## src/rtl/pong_pkg.sv

```systemverilog
// Shared definitions for the pong video path: position widths, screen
// geometry, sprite sizes, default colours and the renderer latency.
`ifndef X_POS_W
`define X_POS_W 10
`endif
`ifndef Y_POS_W
`define Y_POS_W 10
`endif

package pong_pkg;
  localparam int COLOR_W = 4;
  typedef logic [3*COLOR_W-1:0] rgb_t;

  localparam rgb_t BG_COLOR_DEF     = 12'h000;
  localparam rgb_t PADDLE_COLOR_DEF = 12'hFFF;
  localparam rgb_t BALL_COLOR_DEF   = 12'hF80;
  localparam rgb_t FIELD_COLOR_DEF  = 12'h888;

  // Cycles from pixel coordinates/syncs to rgb_o and the delayed syncs.
  localparam int RENDER_LATENCY = 2;

  localparam int SCREEN_H_RES  = 640;
  localparam int SCREEN_V_RES  = 480;
  localparam int SCREEN_BORDER = 10;
  localparam int PADDLE_WIDTH  = 10;
  localparam int PADDLE_HEIGHT = 60;
  localparam int BALL_SIDE     = 10;
endpackage

```

## src/rtl/sprite_renderer_if.sv

```systemverilog
// Bundle of the renderer's pixel-stream, sprite-position and output signals.
// master = timing generator / game logic side, slave = sprite_renderer.
interface sprite_renderer_if #(
  parameter int COLOR_W = 4
);
  logic                   new_frame_i;
  logic [`X_POS_W-1:0]    pixel_x_i;
  logic [`Y_POS_W-1:0]    pixel_y_i;
  logic                   visible_i;
  logic                   hsync_i;
  logic                   vsync_i;
  logic [`X_POS_W-1:0]    player_x_i;
  logic [`X_POS_W-1:0]    enemy_x_i;
  logic [`X_POS_W-1:0]    ball_x_i;
  logic [`Y_POS_W-1:0]    player_y_i;
  logic [`Y_POS_W-1:0]    enemy_y_i;
  logic [`Y_POS_W-1:0]    ball_y_i;
  logic [3*COLOR_W-1:0]   rgb_o;
  logic                   hsync_o;
  logic                   vsync_o;
  logic                   visible_o;

  modport master (
    output new_frame_i, pixel_x_i, pixel_y_i, visible_i, hsync_i, vsync_i,
           player_x_i, enemy_x_i, ball_x_i, player_y_i, enemy_y_i, ball_y_i,
    input  rgb_o, hsync_o, vsync_o, visible_o
  );

  modport slave (
    input  new_frame_i, pixel_x_i, pixel_y_i, visible_i, hsync_i, vsync_i,
           player_x_i, enemy_x_i, ball_x_i, player_y_i, enemy_y_i, ball_y_i,
    output rgb_o, hsync_o, vsync_o, visible_o
  );
endinterface

```

## src/rtl/rect_hit.sv

```systemverilog
// Combinational point-in-rectangle test with half-open ranges. The far
// edges are computed one bit wider so rectangles near the top of the
// coordinate range never wrap around to zero.
module rect_hit #(
  parameter int XW = 10,
  parameter int YW = 10,
  parameter int W  = 10,
  parameter int H  = 10
) (
  input  logic [XW-1:0] px_i,
  input  logic [YW-1:0] py_i,
  input  logic [XW-1:0] left_i,
  input  logic [YW-1:0] top_i,
  output logic          hit_o
);
  logic [XW:0] right;
  logic [YW:0] bottom;

  // Widened bounds and the four edge compares.
  always_comb begin
    right  = {1'b0, left_i} + (XW+1)'(W);
    bottom = {1'b0, top_i}  + (YW+1)'(H);
    hit_o  = (px_i >= left_i) && ({1'b0, px_i} < right) &&
             (py_i >= top_i)  && ({1'b0, py_i} < bottom);
  end
endmodule

```

## src/rtl/sprite_renderer.sv

```systemverilog
// Two-stage pixel generator: per-frame shadow positions, registered hit
// flags (stage 1), registered priority colour mux (stage 2). Syncs and
// visible travel alongside so they stay aligned with rgb_o.
// Optional feature: define CENTER_NET_EN to draw the dashed centre net.
module sprite_renderer
  import pong_pkg::*;
#(
  parameter int                   COLOR_W      = 4,
  parameter logic [3*COLOR_W-1:0] BG_COLOR     = 12'h000,
  parameter logic [3*COLOR_W-1:0] PADDLE_COLOR = 12'hFFF,
  parameter logic [3*COLOR_W-1:0] BALL_COLOR   = 12'hF80,
  parameter logic [3*COLOR_W-1:0] FIELD_COLOR  = 12'h888,
  parameter logic                 SYNC_IDLE    = 1'b1
) (
  input logic               clk_i,
  input logic               rst_i,
  sprite_renderer_if.slave  bus
);
  localparam int XW = `X_POS_W;
  localparam int YW = `Y_POS_W;
  localparam logic [YW:0] BORDER_TOP = (YW+1)'(SCREEN_BORDER);
  localparam logic [YW:0] BORDER_BOT = (YW+1)'(SCREEN_V_RES - SCREEN_BORDER);

  logic [XW-1:0] player_x_q, enemy_x_q, ball_x_q, player_x_d, enemy_x_d, ball_x_d;
  logic [YW-1:0] player_y_q, enemy_y_q, ball_y_q, player_y_d, enemy_y_d, ball_y_d;

  logic ball_hit, player_hit, enemy_hit, net_hit, border_hit;
  logic ball_p1_q, player_p1_q, enemy_p1_q, net_p1_q, border_p1_q;
  logic vld_p1_q, hs_p1_q, vs_p1_q;
  logic [3*COLOR_W-1:0] rgb_p2_q;
  logic vld_p2_q, hs_p2_q, vs_p2_q;

  function automatic logic [3*COLOR_W-1:0] pick_color(
    input logic vis, input logic ball, input logic player,
    input logic enemy, input logic field
  );
    if (!vis)                 return '0;
    if (ball)                 return BALL_COLOR;
    if (player || enemy)      return PADDLE_COLOR;
    if (field)                return FIELD_COLOR;
    return BG_COLOR;
  endfunction

  // Shadow positions reload only on the frame pulse.
  always_comb begin
    player_x_d = player_x_q;
    enemy_x_d  = enemy_x_q;
    ball_x_d   = ball_x_q;
    player_y_d = player_y_q;
    enemy_y_d  = enemy_y_q;
    ball_y_d   = ball_y_q;
    if (bus.new_frame_i) begin
      player_x_d = bus.player_x_i;
      enemy_x_d  = bus.enemy_x_i;
      ball_x_d   = bus.ball_x_i;
      player_y_d = bus.player_y_i;
      enemy_y_d  = bus.enemy_y_i;
      ball_y_d   = bus.ball_y_i;
    end
  end

  // Shadow register update; reset has priority over the frame pulse.
  always_ff @(posedge clk_i) begin
    if (rst_i) begin
      player_x_q <= '0;
      enemy_x_q  <= '0;
      ball_x_q   <= '0;
      player_y_q <= '0;
      enemy_y_q  <= '0;
      ball_y_q   <= '0;
    end else begin
      player_x_q <= player_x_d;
      enemy_x_q  <= enemy_x_d;
      ball_x_q   <= ball_x_d;
      player_y_q <= player_y_d;
      enemy_y_q  <= enemy_y_d;
      ball_y_q   <= ball_y_d;
    end
  end

  rect_hit #(.XW(XW), .YW(YW), .W(BALL_SIDE), .H(BALL_SIDE)) u_ball_hit (
    .px_i(bus.pixel_x_i), .py_i(bus.pixel_y_i),
    .left_i(ball_x_q), .top_i(ball_y_q), .hit_o(ball_hit)
  );
  rect_hit #(.XW(XW), .YW(YW), .W(PADDLE_WIDTH), .H(PADDLE_HEIGHT)) u_player_hit (
    .px_i(bus.pixel_x_i), .py_i(bus.pixel_y_i),
    .left_i(player_x_q), .top_i(player_y_q), .hit_o(player_hit)
  );
  rect_hit #(.XW(XW), .YW(YW), .W(PADDLE_WIDTH), .H(PADDLE_HEIGHT)) u_enemy_hit (
    .px_i(bus.pixel_x_i), .py_i(bus.pixel_y_i),
    .left_i(enemy_x_q), .top_i(enemy_y_q), .hit_o(enemy_hit)
  );

  assign border_hit = ({1'b0, bus.pixel_y_i} < BORDER_TOP) ||
                      ({1'b0, bus.pixel_y_i} >= BORDER_BOT);

`ifdef CENTER_NET_EN
  localparam logic [XW-1:0] NET_X0 = XW'(SCREEN_H_RES/2 - 1);
  localparam logic [XW-1:0] NET_X1 = XW'(SCREEN_H_RES/2 + 1);
  // Two columns wide, 8 rows on / 8 rows off.
  assign net_hit = (bus.pixel_x_i >= NET_X0) && (bus.pixel_x_i < NET_X1) &&
                   !bus.pixel_y_i[3];
`else
  assign net_hit = 1'b0;
`endif

  // ---- stage 1: register hit flags and the pixel's control signals ----
  always_ff @(posedge clk_i) begin
    if (rst_i) begin
      ball_p1_q   <= 1'b0;
      player_p1_q <= 1'b0;
      enemy_p1_q  <= 1'b0;
      net_p1_q    <= 1'b0;
      border_p1_q <= 1'b0;
      vld_p1_q    <= 1'b0;
      hs_p1_q     <= SYNC_IDLE;
      vs_p1_q     <= SYNC_IDLE;
    end else begin
      ball_p1_q   <= ball_hit;
      player_p1_q <= player_hit;
      enemy_p1_q  <= enemy_hit;
      net_p1_q    <= net_hit;
      border_p1_q <= border_hit;
      vld_p1_q    <= bus.visible_i;
      hs_p1_q     <= bus.hsync_i;
      vs_p1_q     <= bus.vsync_i;
    end
  end

  // ---- stage 2: priority colour mux and aligned syncs ----
  always_ff @(posedge clk_i) begin
    if (rst_i) begin
      rgb_p2_q <= '0;
      vld_p2_q <= 1'b0;
      hs_p2_q  <= SYNC_IDLE;
      vs_p2_q  <= SYNC_IDLE;
    end else begin
      rgb_p2_q <= pick_color(vld_p1_q, ball_p1_q, player_p1_q, enemy_p1_q,
                             net_p1_q || border_p1_q);
      vld_p2_q <= vld_p1_q;
      hs_p2_q  <= hs_p1_q;
      vs_p2_q  <= vs_p1_q;
    end
  end

  assign bus.rgb_o     = rgb_p2_q;
  assign bus.visible_o = vld_p2_q;
  assign bus.hsync_o   = hs_p2_q;
  assign bus.vsync_o   = vs_p2_q;
endmodule

```

## src/flat_wrapper.sv

```systemverilog
// flat-port wrapper written by rule: the top's interface ports become plain ports
module sprite_renderer_flat import pong_pkg::*;
#(
  parameter int                   COLOR_W      = 4,
  parameter logic [3*COLOR_W-1:0] BG_COLOR     = 12'h000,
  parameter logic [3*COLOR_W-1:0] PADDLE_COLOR = 12'hFFF,
  parameter logic [3*COLOR_W-1:0] BALL_COLOR   = 12'hF80,
  parameter logic [3*COLOR_W-1:0] FIELD_COLOR  = 12'h888,
  parameter logic                 SYNC_IDLE    = 1'b1
)
  (clk_i, rst_i, bus_new_frame_i, bus_pixel_x_i, bus_pixel_y_i, bus_visible_i, bus_hsync_i, bus_vsync_i, bus_player_x_i, bus_enemy_x_i, bus_ball_x_i, bus_player_y_i, bus_enemy_y_i, bus_ball_y_i, bus_rgb_o, bus_hsync_o, bus_vsync_o, bus_visible_o);
  sprite_renderer_if #(.COLOR_W(COLOR_W)) bus_i ();
  input logic clk_i;
  input logic rst_i;
  input wire logic [$bits(bus_i.new_frame_i)-1:0] bus_new_frame_i;
  input wire logic [$bits(bus_i.pixel_x_i)-1:0] bus_pixel_x_i;
  input wire logic [$bits(bus_i.pixel_y_i)-1:0] bus_pixel_y_i;
  input wire logic [$bits(bus_i.visible_i)-1:0] bus_visible_i;
  input wire logic [$bits(bus_i.hsync_i)-1:0] bus_hsync_i;
  input wire logic [$bits(bus_i.vsync_i)-1:0] bus_vsync_i;
  input wire logic [$bits(bus_i.player_x_i)-1:0] bus_player_x_i;
  input wire logic [$bits(bus_i.enemy_x_i)-1:0] bus_enemy_x_i;
  input wire logic [$bits(bus_i.ball_x_i)-1:0] bus_ball_x_i;
  input wire logic [$bits(bus_i.player_y_i)-1:0] bus_player_y_i;
  input wire logic [$bits(bus_i.enemy_y_i)-1:0] bus_enemy_y_i;
  input wire logic [$bits(bus_i.ball_y_i)-1:0] bus_ball_y_i;
  output wire logic [$bits(bus_i.rgb_o)-1:0] bus_rgb_o;
  output wire logic [$bits(bus_i.hsync_o)-1:0] bus_hsync_o;
  output wire logic [$bits(bus_i.vsync_o)-1:0] bus_vsync_o;
  output wire logic [$bits(bus_i.visible_o)-1:0] bus_visible_o;
  assign bus_i.new_frame_i = bus_new_frame_i;
  assign bus_i.pixel_x_i = bus_pixel_x_i;
  assign bus_i.pixel_y_i = bus_pixel_y_i;
  assign bus_i.visible_i = bus_visible_i;
  assign bus_i.hsync_i = bus_hsync_i;
  assign bus_i.vsync_i = bus_vsync_i;
  assign bus_i.player_x_i = bus_player_x_i;
  assign bus_i.enemy_x_i = bus_enemy_x_i;
  assign bus_i.ball_x_i = bus_ball_x_i;
  assign bus_i.player_y_i = bus_player_y_i;
  assign bus_i.enemy_y_i = bus_enemy_y_i;
  assign bus_i.ball_y_i = bus_ball_y_i;
  assign bus_rgb_o = bus_i.rgb_o;
  assign bus_hsync_o = bus_i.hsync_o;
  assign bus_vsync_o = bus_i.vsync_o;
  assign bus_visible_o = bus_i.visible_o;
  sprite_renderer #(.COLOR_W(COLOR_W), .BG_COLOR(BG_COLOR), .PADDLE_COLOR(PADDLE_COLOR), .BALL_COLOR(BALL_COLOR), .FIELD_COLOR(FIELD_COLOR), .SYNC_IDLE(SYNC_IDLE)) u_core (.clk_i(clk_i), .rst_i(rst_i), .bus(bus_i));
endmodule
```

## config.mk

```make
export PLATFORM = sky130hd
export DESIGN_NAME = sprite_renderer_flat
export DESIGN_NICKNAME = d
export VERILOG_FILES = /design/src/rtl/pong_pkg.sv /design/src/rtl/sprite_renderer_if.sv /design/src/rtl/rect_hit.sv /design/src/rtl/sprite_renderer.sv /design/src/flat_wrapper.sv
export SDC_FILE = /design/constraint.sdc
export NUM_CORES = 1
export LEC_CHECK = 0
export BUFFER_PORTS_ARGS = -buffer_cell sky130_fd_sc_hd__buf_2
export CAP_MARGIN = 10
export CORE_ASPECT_RATIO = 0.75
export CORE_MARGIN = 2
export CORE_UTILIZATION = 58
export CTS_CLUSTER_SIZE = 30
export DETAILED_ROUTE_END_ITERATION = 12
export GPL_ROUTABILITY_DRIVEN = 1
export PLACE_DENSITY = 0.86
export SYNTH_ARGS = -nofsm -noshare
export SYNTH_HDL_FRONTEND = slang
export SYNTH_HIERARCHICAL = 1
export SYNTH_SLANG_ARGS = --single-unit
```

## constraint.sdc

```tcl
create_clock -name clk_i -period 3 [get_ports clk_i]
set_input_delay 0.45 -clock clk_i [delete_from_list [all_inputs] [get_ports clk_i]]
set_output_delay 0.45 -clock clk_i [all_outputs]
set_load 0.02 [all_outputs]
```

# Yosys cells after proc, flatten, opt, wreduce, memory -nomap -nowiden
# Index checks and enable logic that the tools add are counted.
# W data, S select, Z words.
[totals]
memories = 0
wordCells = 70
ram_bits = 0
rom_bits = 0
regBits = 82
latchBits = 0
in_bits = 86
output_inout_bits = 15
[op_classes]
n_mul = 0
n_lt_le_gt_ge = 14
n_eq_ne = 0
shift = 0
div_mod_pow = 0
n_bitwise = 0
n_mux = 22
reduce_logical = 11
addsub = 6
[op_table]
columns = ["cell", "count"]
rows = [
  ["$mux W12", 8],
  ["$lt A10 B11 Y1", 6],
  ["$ge A10 B10 Y1", 6],
  ["$add A10 B4 Y11 const B", 4],
  ["$add A10 B6 Y11 const B", 2],
  ["$mux W1", 14],
  ["$ge A10 B9 Y1 const B", 1],
  ["$lt A10 B4 Y1 const B", 1],
  ["$logic_and A1 B1 Y1", 9],
  ["$logic_or A1 B1 Y1", 2],
]

# Depth between registers and ports, before layout
# Gate-level depths: netlist (run 1).
[logic_depth]
word_depth = 15
ltp_mapped = 12
ltp_nobuf = 12

# By module
# The synthesis (run 1) kept the hierarchy.
[modules_own_cells]
columns = ["module", "area_each_um2", "n_inst", "seq_area_each_um2", "cells_per_inst"]
rows = [
  ["sprite_renderer", 2657.5, 1, 1481.4, 243],
  ["rect_hit (u_core.u_ball_hit)", 1149.9, 1, 0.0, 143],
  ["rect_hit (u_core.u_player_hit)", 1097.3, 1, 0.0, 143],
  ["rect_hit (u_core.u_enemy_hit)", 1091.0, 1, 0.0, 146],
]

# Worst setup path after synthesis (run 1)
# No wires, ideal clock.
[synth_path]
path_type = "register -> register"
startpoint = "register u_core.enemy_x_q[1]"
endpoint = "register u_core.enemy_p1_q"
synth_period_minus_slack_ps = 2469
stages_incl_launch_ff = 12
n_path_buf = 0
path_slack_ps = 531
arrival_time_ps = 2404
setup_ps = 65
required_ps = 2935
path_cell_list = "dfxtp_1 ha_1 nor2_1 or4_1 xnor2_1 ha_1 a21o_1 a211o_1 or2_0 o221ai_1 and4b_1 nor2b_1"
[synth_between]
elab_chain_cells = 5
elab_cells_between_ends = 6
cone_classes = "add/sub: 1; order compare: 2; reduce/logical: 3"
[synth_rtl]
columns = ["element", "line_no", "rtl"]
rows = [
  ["from (decl)", "sprite_renderer.sv:24", "logic [XW-1:0] player_x_q, enemy_x_q, ball_x_q, player_x_d, enemy_x_d, ball_x_d;"],
  ["from (signal assigned)", "sprite_renderer.sv:73", "enemy_x_q <= enemy_x_d;"],
  ["$add A10 B4 Y11", "rect_hit.sv:21", "right = {1'b0, left_i} + (XW+1)'(W);"],
  ["$lt A10 B11 Y1", "rect_hit.sv:23", "hit_o = (px_i >= left_i) && ({1'b0, px_i} < right) &&"],
  ["$logic_and A1 B1 Y1 * (2 in series)", "rect_hit.sv:23", ""],
  ["$logic_and A1 B1 Y1 *", "rect_hit.sv:24", "(py_i >= top_i) && ({1'b0, py_i} < bottom);"],
  ["via u_core.enemy_hit", "sprite_renderer.sv:27", "logic ball_hit, player_hit, enemy_hit, net_hit, border_hit;"],
  ["to (signal assigned)", "sprite_renderer.sv:121", "enemy_p1_q <= enemy_hit;"],
  ["to (decl)", "sprite_renderer.sv:28", "logic ball_p1_q, player_p1_q, enemy_p1_q, net_p1_q, border_p1_q;"],
]
# Mark *: on every way through the listed nets, which the timed path passes. The rest lies on a longest branch.
# A chain may end at the register's enable or synchronous reset.

# Worst setup path in the final report (run 1)
[layout_path]
startpoint = "register u_core.player_y_q[2]"
endpoint = "register u_core.player_p1_q"
[layout_between]
elab_chain_cells = 3
elab_cells_between_ends = 5
cone_classes = "add/sub: 1; order compare: 2; reduce/logical: 2"
[layout_rtl]
columns = ["element", "line_no", "rtl"]
rows = [
  ["from (decl)", "sprite_renderer.sv:25", "logic [YW-1:0] player_y_q, enemy_y_q, ball_y_q, player_y_d, enemy_y_d, ball_y_d;"],
  ["from (signal assigned)", "sprite_renderer.sv:75", "player_y_q <= player_y_d;"],
  ["$add A10 B6 Y11 / $ge A10 B10 Y1 (equally long branches)", "rect_hit.sv:22, rect_hit.sv:24", ""],
  ["$lt A10 B11 Y1 / $logic_and A1 B1 Y1 (equally long branches)", "rect_hit.sv:24, rect_hit.sv:23", ""],
  ["$logic_and A1 B1 Y1 *", "rect_hit.sv:24", ""],
  ["via u_core.player_hit", "sprite_renderer.sv:27", ""],
  ["to (signal assigned)", "sprite_renderer.sv:120", "player_p1_q <= player_hit;"],
  ["to (decl)", "sprite_renderer.sv:28", ""],
]
# Marked as above.

==> impl_metrics.ini, run 1 <==
[cells_and_area]
drive_gt1_share_pct = 16.4
fillers = 817
syn_to_final_growth_pct = 13.5
seqCellArea_sq_mm = 0.00148
fin_area_sq_mm = 0.00681
n_antenna_cell = 0
final_net_count = 968
multiInputGateArea_sq_mm = 0.00405
final_util_pct = 66.9

[synthesis]
synth_seq_cells = 74
ys.flop_type = dfxtp_1
netlist_area_sq_mm = 0.00600
yosysSeqAreaShare_pct = 24.7
synth_top_area_share_pct = 24.7
synth_mux_area_share_pct = 10.0
synth_cells = 675
synth_xor_area_share_pct = 5.84
synth_area_leader_cell = dfxtp_1
synth_compound_area_share_pct = 13.3
syn_nets = 879
synth_fa_ha_area_share_pct = 24.6
yosys.area_share.simple_pct = 13.8
syn_area_per_cell_sq_um = 8.88
yosysWarnings = 6
ys_top_cells_by_count = ha_1 (118), nor2_1 (84), dfxtp_1 (74)
synth_async_sr_flop_share_pct = 0
synth-edff-count = 0
yosysMostFrequentCell = ha_1
synthTopCellsByArea = dfxtp_1 (25%), ha_1 (25%), mux2i_1 (10%), nor2_1 (5.3%), xnor2_1 (5.3%)
ys_types = 53
synth_top_family_by_area = adder cells

[min_path]
hold_class = in -> reg

[global_route]
use_met2_pct = 46.1
antenna_found_initial = 0
grtUsageMet3_pct = 5.85
grt.total_usage_pct = 26.9
gr-max-usage-layer = met2
grt_overflow_total = 0
grt_max_degree = 61
grt_pass1_wl_microns = 24200
grt_pass1_vias = 5373
gr-usage-met1_pct = 32.7

[timing]
hold_viol = 0
setup_tns_ns = 0
tightestPinTransition_ns = 1.02
slew_headroom_pct = 32.2
finalSetupViolations = 0
finalCritPeriodShare_pct = 92.1
rsz0062_at_grt = no
setup_ws_ns = 0.236
finalMaxSlewViolations = 0
max_freq_ghz = 0.362
fin_crit_ns = 2.76
skew_ns = 0.00437

[clocking]
clk_pin_slew_ns = 0.06
htree_levels = 3
insertion_delay_ns = 0.34
cts_buffers = 9
clock_path_buffers = 2
clock_sinks = 74
cts.repair.resized = 0
postCtsSetupBuffers = 0
holdBufCountCts = 0
ctsRootBufferMaster = clkbuf_16
cts_tree = done

[die]
core_area_sq_mm = 0.0102
initial_utilization_pct = 59.0
die_w_microns = 121
fp.dieH_microns = 92.1
dieArea_sq_mm = 0.0112
rows = 32
ios = 101

[power]
powerDensity_mw_per_mm2 = 451
power_mw = 3.07
p_leak_nw = 3.26
ir_drop_uv = 320

[run]
cap_violations = 0

[detailed_routing]
ant_nets = 0
dr.pass1.iters = 5
routed-via-count = 5258
routed_wl_microns = 14800
routed_via_density = 5.81
drtIter0Drc = 303
detail_route.wl_per_cell_microns = 16.3
drc = 0

[placed_design]
portBuffers = 100
gp_congestion = 0.935
place_ws_ns = 0.323
dp_hpwl_microns = 11200
dpl_cell_area_sq_mm = 0.00647

[setup_path]
critPathMaxFanout = 4
required_ns = 3.27
startpoint_type = register
end_kind = register
critPathKind = reg -> reg
crit_arrival_ns = 3.04

[run_status]
status = complete, no violations
==> layout by cell type (no fill, tap or decap), drive strengths merged, types with 8 or more instances in the layout <==
cell type / netlist / routed
ha: 118 / 118
buf: 19 / 101
nor2: 84 / 84
dfxtp: 74 / 74
inv: 68 / 68
mux2i: 60 / 60
xnor2: 36 / 36
a21oi: 26 / 26
nand2: 23 / 23
o21ai: 23 / 23
a21o: 18 / 18
nor3: 14 / 14
clkbuf: 4 / 12
nand4: 9 / 9
nand3: 8 / 8
nor4: 8 / 8
==> critical path: stages (launching register included) <==
cell and delay (ns):
dfxtp_1 0.38, inv_1 0.09, ha_1 0.25, a21oi_1 0.25, nand2_1 0.12, xnor2_1 0.14
ha_1 0.29, a21o_1 0.16, a211o_1 0.30, o221a_1 0.21, o311a_1 0.13, nor4_2 0.22
nor2b_1 0.14
==> cell type report <==
type / count / share of cell area [%]
Sequential cell: 74 / 21.8
Tap cell: 136 / 2.50
Clock inverter: 4 / 1.07
Inverter: 68 / 3.75
Clock buffer: 12 / 3.92
Timing Repair Buffer: 101 / 7.50
Multi-Input combinational cell: 510 / 59.5
==> through the flow <==
stage / instances / hold slack [ns]
3_3_place_gp: 889 / 0.395
4_1_cts: 905 / 0.288
5_1_grt: 905 / 0.305
2_1_floorplan: 675 / 0.389
6_report: 905 / 0.297
3_5_place_dp: 889 / 0.402
==> path summary, 6_finish.rpt <==
check	cells after the start	end	start	slack, ns
worst max-delay path	12	u_core/player_p1_q$_SDFF_PP0_	u_core/player_y_q[2]$_SDFFE_PP0P_	0.24
worst min-delay path	2	u_core/vs_p1_q$_SDFF_PP1_	bus_vsync_i	0.30
worst max register to register	12	u_core/player_p1_q$_SDFF_PP0_	u_core/player_y_q[2]$_SDFFE_PP0P_	0.24
worst min register to register	1	u_core/bus.vsync_o$_SDFF_PP1_	u_core/vs_p1_q$_SDFF_PP1_	0.42
==> state kept, by name (all words and copies together) (netlist names), 4 cells and up <==
name / count
u_core/ball_y_q: 10
u_core/bus.rgb_o: 4
u_core/enemy_x_q: 10
u_core/player_x_q: 10
u_core/player_y_q: 10
u_core/enemy_y_q: 10
u_core/ball_x_q: 10
==> metal layers <==
layer	up-vias	wire length, microns	part of all wire, %
met5	-	0	0
met4	0	386	2.6
met3	44	721	4.9
met2	176	6960	47
met1	2483	6680	45
li1	2555	-	-
==> cells by family (layout without fill, tap and decap cells) <==
group / count (synthesis) / in the layout
xor+xnor: 40 / 40
simple gates: 174 / 174
flops: 74 / 74
mux: 60 / 60
buf+inv: 91 / 185
compound gates: 118 / 118
fa+ha+maj: 118 / 118
==> power by group <==
| part | switching [mW] | internal, mW |
|---|---|---|
| clock | 0.427 | 0.795 |
| combinational | 0.409 | 0.341 |
| sequential | 0.0567 | 1.04 |
Power figures use the tool's default switching activity.
==> run 2, diff against run 1 <==
Settings changed: SYNTH_HIERARCHICAL 1 to default.
==> run 2 against run 1 <==
Compared with the run above:
- core utilization increased by 2.2 points
- clock power increased by 6%
- final area is 1.2% lower
- critical path depth down 4
- sequential power hardly changed
- maximum frequency up 14%
- sequential share of layout area rose by 0.26 points
- largest power group unchanged
==> impl_metrics.ini, run 2 <==
[run_status]
status = complete, no violations

[cells_and_area]
final_util_pct = 69.1
n_antenna_cell = 0
drive_gt1_share_pct = 17.4
final_common_cell = ha_1
finalNonFillerCells = 889
multiInputGateArea_sq_mm = 0.00397
final_net_count = 956
seqCellArea_sq_mm = 0.00148
syn_to_final_growth_pct = 15.3
mostFrequentLayoutCells = ha_1 (118), buf_2 (99), nor2_1 (80), dfxtp_1 (74), mux2i_1 (60)
fillers = 750

[power]
p_sw_mw = 0.874
p_seq_share_pct = 35.4
p_int_mw = 2.22
power.share.clock_pct = 41.6
ir_drop_uv = 353
p_sw_share_pct = 28.3
p_comb_share_pct = 23.0
p_leak_nw = 3.25
powerDensity_mw_per_mm2 = 460

[clocking]
cts.repair.resized = 0
ctsRootBufferMaster = clkbuf_16
clock_sinks = 74
cts_buffers = 9
insertion_delay_ns = 0.35
htree_levels = 3
holdBufCountCts = 0
cts_tree = done
clk_pin_slew_ns = 0.06
clock_path_buffers = 2
postCtsSetupBuffers = 0

[detailed_routing]
ant_nets = 0
detail_route.wl_per_cell_microns = 16.1
drc = 0
routed_via_density = 5.73
routed_wl_microns = 14300
drtIter0Drc = 265
routed-via-count = 5093
dr.pass1.iters = 5

[min_path]
hold_class = in -> reg

[global_route]
gr-usage-met1_pct = 33.7
grt_max_degree = 61
grt.total_usage_pct = 26.8
grtUsageMet3_pct = 6.19
antenna_found_initial = 0
gr-max-usage-layer = met2
use_met2_pct = 45.1
grt_pass1_vias = 5194
grt_pass1_wl_microns = 23700
grt_overflow_total = 0

[synthesis]
ys_top_cells_by_count = ha_1 (118), nor2_1 (80), dfxtp_1 (74)
synth_top_family_by_area = adder cells
yosysMostFrequentCell = ha_1
netlist_area_sq_mm = 0.00583
yosysSeqAreaShare_pct = 25.4
synth_xor_area_share_pct = 6.01
synth_top_area_share_pct = 25.4
syn_area_per_cell_sq_um = 8.78
synth_mux_area_share_pct = 10.3
yosys.area_share.simple_pct = 13.4
syn_nets = 868
synth_fa_ha_area_share_pct = 25.3
synth_area_leader_cell = dfxtp_1
ys_types = 48
ys.flop_type = dfxtp_1
synth_async_sr_flop_share_pct = 0
synth_compound_area_share_pct = 13.1
yosysWarnings = 0
synth_cells = 664
synth_seq_cells = 74
synth-edff-count = 0
synthTopCellsByArea = dfxtp_1 (25%), ha_1 (25%), mux2i_1 (10%), xnor2_1 (5.4%), nor2_1 (5.1%)

[timing]
hold_viol = 0
fin_crit_ns = 2.41
setup_tns_ns = 0
slew_headroom_pct = 31.5
fin_hold_ws_ns = 0.296
max_freq_ghz = 0.414
finalCritPeriodShare_pct = 80.5
setup_ws_ns = 0.586
finalMaxSlewViolations = 0
skew_ns = 0.00825
rsz0062_at_grt = no
tightestPinTransition_ns = 1.03
finalSetupViolations = 0

[placed_design]
dp_hpwl_microns = 11100
place_ws_ns = 0.680
place_inst = 873
gp_congestion = 0.899
portBuffers = 100

[die]
rows = 31
fp.dieH_microns = 90.9
core_area_sq_mm = 0.00974
die_w_microns = 120
initial_utilization_pct = 59.9
dieArea_sq_mm = 0.0109
ios = 101

[run]
cap_violations = 0

[setup_path]
startpoint_type = register
critPathMaxFanout = 7
crit_arrival_ns = 2.69
end_kind = register
critPathKind = reg -> reg
path_cells = a21oi_1 -> nor2_1 -> xnor2_1 -> ha_1 -> a211o_1 -> o221ai_1 -> o311ai_1 -> a211oi_2
critPathSlowestCell = a21oi_1
cp_slowest_stage_delay_ns = 0.51
required_ns = 3.27
reg2reg_slack_ns = 0.59
==> run 2: cell families after synthesis <==
| group | count (synthesis) |
|---|---|
| and+or+nand+nor | 165 |
| xor gates and xnor gates | 40 |
| DFF | 74 |
| muxes | 60 |
| AOI/OAI and AO/OA | 118 |
| buffers and inverters | 89 |
| adders and majority gates | 118 |
==> run 2: metal layers <==
metal / part of all wire (%) / routed length (microns)
met5: 0 / 0
met4: 1.8 / 252
met3: 6.4 / 922
met2: 46 / 6620
met1: 46 / 6520
==> run 2: critical path: cells and delay by family (launching register included) <==
kind,cells,cell delay [ns]
and+or+nand+nor,1,0.13
xor gates and xnor gates,1,0.17
AOI/OAI and AO/OA,5,1.37
DFF,1,0.38
adders and majority gates,1,0.30
==> run 2: final cells by class <==
| type | instances | share of cell area, % |
|---|---|---|
| sequential | 74 | 22.0 |
| clock inverter | 5 | 1.49 |
| tap | 132 | 2.46 |
| multi-input combinational | 501 | 59.1 |
| clock buffer | 11 | 3.76 |
| timing repair buffer | 101 | 7.59 |
| inverter | 65 | 3.63 |
==> run 2: power groups by stage <==
stage / combinational (mW) / sequential [mW] / clock, mW
floorplan: 0.481 / 1.10 / 0
finish: 0.711 / 1.09 / 1.29
global placement: 0.641 / 1.11 / 0
CTS: 0.705 / 1.09 / 1.30
detailed placement: 0.694 / 1.11 / 0
global route: 0.804 / 1.10 / 1.33
==> run 2: path summary, 6_finish.rpt <==
kind	cells past startpoint	startpoint	end
worst max-delay path	8	u_core.enemy_x_q[3]$_SDFFE_PP0P_	u_core.enemy_p1_q$_SDFF_PP0_
worst min register to register	1	u_core.hs_p1_q$_SDFF_PP1_	u_core.bus.hsync_o$_SDFF_PP1_
worst min-delay path	2	bus_hsync_i	u_core.hs_p1_q$_SDFF_PP1_
worst max register to register	8	u_core.enemy_x_q[3]$_SDFFE_PP0P_	u_core.enemy_p1_q$_SDFF_PP0_
==> run 2: through the flow <==
| step | cell area (sq um) | power (mW) |
|---|---|---|
| after floorplan | 5830 | 1.58 |
| after global routing | 6730 | 3.24 |
| after detailed placement | 6370 | 1.81 |
| after CTS | 6730 | 3.10 |
| final | 6730 | 3.09 |
| after global placement | 6370 | 1.75 |
